<file path="config.mk">
export PLATFORM = sky130hd
export DESIGN_NAME = nibble_serializer_16_to_4
export DESIGN_NICKNAME = d
export VERILOG_FILES = /design/src/rtl/nibble_serializer_16_to_4.sv
export SDC_FILE = /design/constraint.sdc
export NUM_CORES = 1
export LEC_CHECK = 0
export ABC_AREA = 1
export BUFFER_PORTS_ARGS = -buffer_cell sky130_fd_sc_hd__buf_2
export CORE_MARGIN = 2
export CORE_UTILIZATION = 59
export CTS_BUF_LIST = sky130_fd_sc_hd__clkbuf_4
export DETAILED_ROUTE_END_ITERATION = 10
export PLACE_DENSITY_LB_ADDON = 0.05
export SLEW_MARGIN = 20
export SYNTH_ARGS = -nofsm -noshare
export SYNTH_HDL_FRONTEND = slang
export SYNTH_SLANG_ARGS = --single-unit
</file>
<file path="constraint.sdc">
create_clock -name clk -period 2.2 [get_ports clk]
set_input_delay 0.33 -clock clk [delete_from_list [all_inputs] [get_ports clk]]
set_output_delay 0.33 -clock clk [all_outputs]
set_load 0.01 [all_outputs]
</file>
<file path="src/rtl/nibble_serializer_16_to_4.sv">
// Serializes one 16-bit word per handshake into a stream of 4-bit nibbles.
// The last nibble of each word is tagged; zero-extended nibbles may be sent as one.
module nibble_serializer_16_to_4 #(
    parameter int MSB_FIRST    = 0,
    parameter int SKIP_ZERO_HI = 1
) (
    input  logic        clk,
    input  logic        reset,
    input  logic [15:0] in_word,
    input  logic        in_valid,
    output logic        in_ready,
    output logic [3:0]  out_nibble,
    output logic        out_valid,
    input  logic        out_ready,
    output logic        out_last,
    output logic        busy
);
    typedef enum logic {IDLE, SEND} state_t;

    state_t      state, state_next;
    logic [15:0] sreg;
    logic [2:0]  count;
    logic        accept, xfer, load_skip;
    logic [15:0] load_val;

    assign xfer      = out_valid & out_ready;
    assign accept    = in_valid & in_ready;
    assign load_skip = (SKIP_ZERO_HI != 0) && (in_word[15:4] == 12'h000);

    // A skipped word is placed where the output tap looks, so it emits [3:0] in either order.
    always_comb begin
        load_val = in_word;
        if (load_skip)
            load_val = (MSB_FIRST != 0) ? {in_word[3:0], 12'h000} : {12'h000, in_word[3:0]};
    end

    always_ff @(posedge clk or posedge reset) begin
        if (reset) state <= IDLE;
        else       state <= state_next;
    end

    always_comb begin
        state_next = state;
        case (state)
            IDLE:    if (accept) state_next = SEND;
            SEND:    if (xfer && out_last && !accept) state_next = IDLE;
            default: state_next = IDLE;
        endcase
    end

    always_comb begin
        out_valid  = (state == SEND);
        busy       = (state == SEND);
        out_last   = (state == SEND) && (count == 3'd1);
        in_ready   = (state == IDLE) || (xfer && out_last);
        out_nibble = (MSB_FIRST != 0) ? sreg[15:12] : sreg[3:0];
    end

    // After the last nibble leaves without a reload, sreg is left alone so out_nibble holds.
    always_ff @(posedge clk or posedge reset) begin
        if (reset) begin
            sreg  <= 16'h0000;
            count <= 3'd0;
        end else if (accept) begin
            sreg  <= load_val;
            count <= load_skip ? 3'd1 : 3'd4;
        end else if (xfer && !out_last) begin
            sreg  <= (MSB_FIRST != 0) ? {sreg[11:0], 4'h0} : {4'h0, sreg[15:4]};
            count <= count - 3'd1;
        end
    end
endmodule
</file>
# After elaboration in Yosys (flattened, before gate mapping)
# Index checks and enable logic that the tools add are counted.
dict set report totals {
  word_cells 26
  output_inout_bits 8
  register_bits 20
  input_bits 20
}
dict set report op_classes {
  mux 9
  n_eq_ne 1
  reduce_logical 9
  bitwise_logic 3
  n_addsub 1
}
# operator n
set op_table {}
lappend op_table {{$mux 16} 3}
lappend op_table {{$logic_not 12->1} 1}
lappend op_table {{$mux 3} 3}
lappend op_table {{$logic_and 1x1->1} 4}
lappend op_table {{$eq 3x1->1 const B} 1}
lappend op_table {{$sub 3x1->3 const B} 1}
lappend op_table {{$and 1x1->1} 2}
lappend op_table {{$logic_not 1->1} 2}
lappend op_table {{$mux 1} 2}
lappend op_table {{$pmux 1 s2} 1}
lappend op_table {{$reduce_bool 2->1} 1}
lappend op_table {{$logic_or 1x1->1} 1}
lappend op_table {{$not 1->1} 1}

# Longest topological paths before layout
dict set report depth {
  word_depth 9
  depth_mapped 10
  ltp_nobuf 9
}

# Least setup slack after synthesis
# No wires, ideal clock.
dict set report synth_timing {
  path_type {reg2reg}
  start {reg count[1]}
  end {reg count[2]}
  arrival_time_ps 1212
  setup_slack_ps 868
  n_path_buf 2
  setup_ps 120
  path_stages_with_launch 10
  synth_period_minus_slack_ps 1332
  required_time_ps 2080
  cell_sequence {dfrtp_1 > inv_1 > ha_1 > nand2_1 > nand2_1 > nand3_2 > buf_6 > buf_8 > o21ai_1 > nand2_1}
}
dict set report synth_via {
  elab_chain_cells 6
  word_cells_on_any_way 11
  cone_classes {add/sub (1); eq/ne (1); mux (2); bitwise (1); reduce/logical (6)}
}
# element line
set synth_rtl {}
lappend synth_rtl {{start: declaration} 22} ;# logic [2:0] count;
lappend synth_rtl {{start signal: assignment} 66} ;# count <= load_skip ? 3'd1 : 3'd4;
lappend synth_rtl {{start signal: assignment} 69} ;# count <= count - 3'd1;
lappend synth_rtl {{parallel branches: the longest is 6 deep, another holds $sub 3x1->3} --}
# Several ways; the timed one is not identified. The select of a mux whose other input is x is not followed.
# A chain may end at the register's enable or synchronous reset.

# Worst setup path after layout
dict set report layout_timing {
  start {reg count[0]}
  end {reg sreg[0]}
}
dict set report layout_via {
  elab_chain_cells 6
  word_cells_on_any_way 9
  cone_classes {eq/ne (1); mux (1); bitwise (1); reduce/logical (6)}
}
# element line
set layout_rtl {}
lappend layout_rtl {{$eq 3x1->1 *} 54} ;# out_last = (state == SEND) && (count == 3'd1);
lappend layout_rtl {{$logic_and 1x1->1 *} 54}
lappend layout_rtl {{$logic_and 1x1->1} 55} ;# in_ready = (state == IDLE) || (xfer && out_last);
lappend layout_rtl {{$logic_or 1x1->1} 55}
lappend layout_rtl {{$and 1x1->1} 27} ;# assign accept = in_valid & in_ready;
lappend layout_rtl {{$mux 16 / $reduce_bool 2->1 (equally long branches)} --}
lappend layout_rtl {{end signal: assignment} 65} ;# sreg <= load_val;
lappend layout_rtl {{end signal: assignment} 68} ;# sreg <= (MSB_FIRST != 0) ? {sreg[11:0], 4'h0} : {4'h0, sreg[15:4]};
lappend layout_rtl {{end: declaration} 21} ;# logic [15:0] sreg;
# Every way passes the cells marked *; elsewhere a longest branch is shown, timed or not.

==> results.ini <==
[worst_setup_path]
max_stage_delay_ns=0.48
cp.required_ns=2.41
critPathTopFamily=simple AND/OR/NAND/NOR gates
rrSetupSlack_ns=0.31
crit_buf_inv=1
crit_start=count[0]$_DFFE_PP0P_
path_class=register to register
cp_num_cells=7
cp-endpoint=sreg[0]$_DFFE_PP0P_
critical_path.max_fanout=15
rr_startpoint=count[0]$_DFFE_PP0P_
cp_cell_sequence=ha_1 > nand3_2 > nand2_2 > nand2_1 > inv_1 > nand2_1 > nand2_1
cp-start-kind=register
arrival_ns=2.10
regToRegEndpoint=sreg[0]$_DFFE_PP0P_
crit_top_cell=nand2_1
critPathSlowestCell=nand2_1
r2r_cells=7
end_kind=register

[cells_and_area]
fin_nets=205
final_util_pct=72.5
n_antenna_cell=0
stdcell_area_um2=1290
fillers=169
syn2layout_area_growth_pct=12.5
drive_gt1_share_pct=22.5

[sta]
worstMarginPinSlew_ns=0.750
setup_tns_ns=0
finalHoldViolCount=0
rsz0062_at_grt=no
finalClockSkew_ns=0.00509
slew_headroom_pct=49.9
slew_violations=0
max_freq_mhz=530
hold_ws_ns=0.131
min_period_ns=1.89
fin_crit_sh_pct=85.7
finalSetupViolCount=0

[floorplanning]
rows=15
start_util_pct=64.4
fp.dieH_um=48.1
io_pins=28
die_x_um=48.1
die_area_um2=2320
coreArea_um2=1780

[synth]
synth_area_leader_cell=dfrtp_1
synthDominantCellAreaShare_pct=43.6
synthCells=159
synthesis.area_um2=1150
ys_async_sr_fraction_pct=100
ys_ff_latch=20
ys_seq_area_share_pct=43.6
synth_common_cells=nor2_1, inv_1, nand2_1
syn_nets=181
synth_cell_types=18
avgSynthCellArea_um2=7.22
synth_edf_count=0
synth.area.top_cells=dfrtp_1, nor2_1, inv_1
ys.warnings.count=0
synthFlopType=dfrtp_1
yosysMostFrequentCell=nor2_1

[clock_tree]
cts_hold_repair.buffers=0
clock-sinks=20
htree_levels=1
cts_root_buffer=clkbuf_4
cts_buffers=3
clock_latency_ns=0.31
clkTransAtPathRegs_ns=0.12
cts_resized=0
cts_setup_buffers=0
max-clock-path-buffers=2
cts_tree=yes

[global_route]
antenna_found_initial=0
grt_max_degree=21
grt_usage_pct=22.6
grt_pass1_vias=912
grt_pass1_wl_um=3640
grt_overflow=0

[pwr]
powerDensity_nw_per_um2=1130
p_leak_nw=0.762
ir_drop_v=0.000698

[place]
place_area_um2=1240
port_buffers=27
place.gp.congestion=0.714
dp_hpwl_um=1610

[drt]
via_count=961
wl_per_cell_um=10.2
first_iter_violations=12
drc=0
wl_um=2110
vias_per_cell=4.64
firstDrtPassIters=4
postRouteAntennaNets=0

[worst_hold_path]
hp-class=input port to async pin

[status]
status=complete, no violations

[run]
max-cap-violations=0

through the flow:
stage | power, mW | setup slack [ns] | cells
after floorplan | 1.08 | 0.868 | 159
after global placement | 1.14 | 0.427 | 203
after detailed placement | 1.17 | 0.360 | 203
after CTS | 1.47 | 0.342 | 207
after global routing | 1.59 | 0.162 | 207
final | 1.46 | 0.315 | 207
logic make-up after synthesis:
kind of cell               count (synthesis)  share of synthesized area [%]
and+or+nand+nor                           76                           26.8
AOI/OAI and AO/OA                         15                           8.17
adders and majority gates                  2                           2.18
buffers and inverters                     46                           19.3
DFF                                       20                           43.6
worst min path at each step:
| stage | startpoint | endpoint | cells past startpoint |
|---|---|---|---|
| detailed placement | sreg[1]$_DFFE_PP0P_ | sreg[1]$_DFFE_PP0P_ | 2 |
| global placement | sreg[1]$_DFFE_PP0P_ | sreg[1]$_DFFE_PP0P_ | 2 |
| floorplan | reset | busy$_DFF_PP0_ | 1 |
| global route | reset | sreg[3]$_DFFE_PP0P_ | 2 |
| finish | reset | count[2]$_DFFE_PP0P_ | 2 |
| CTS | reset | sreg[2]$_DFFE_PP0P_ | 2 |
where the power goes:
part / switching [mW] / internal (mW) / leakage [nW] / total [mW]
clock: 0.117 / 0.184 / 0.0279 / 0.301
combinational: 0.383 / 0.217 / 0.475 / 0.600
sequential: 0.0581 / 0.503 / 0.258 / 0.561
total: 0.558 / 0.905 / 0.762 / 1.46
area by class of cell:
class,count,area [um^2],area share [%]
flip-flops and latches,20,500,38.7
multi-input cells,93,427,33.0
repair buffers,28,143,11.0
inverters,37,139,10.7
well taps,25,31.3,2.42
clock inverters,1,30.0,2.32
clock buffers,3,22.5,1.74
state kept, by name (all words and copies together) (netlist names):
signal,flops
busy,1
count,3
sreg,16
cell usage in the layout, fill, tap and decap left out, types with 2 or more instances in the layout:
cell | synthesis | routed
o21ai_0 | 3 | 3
buf_2 | 0 | 27
dfrtp_1 | 20 | 20
o21ai_2 | 4 | 4
clkbuf_4 | 0 | 3
o22ai_1 | 3 | 3
ha_1 | 2 | 2
o21ai_1 | 5 | 5
nand3_2 | 2 | 2
inv_1 | 36 | 36
nor2_1 | 42 | 42
nand3_1 | 2 | 2
nand2_1 | 27 | 27
per-layer routing:
layer / vias up / wire length (um) / global-route usage [%]
li1: 506 / - / -
met1: 434 / 931 / 27.1
met2: 16 / 1100 / 41.9
met3: 5 / 47 / 2.22
met4: 0 / 36 / 8.11
met5: - / 0 / 0
Power figures use the tool's default switching activity.
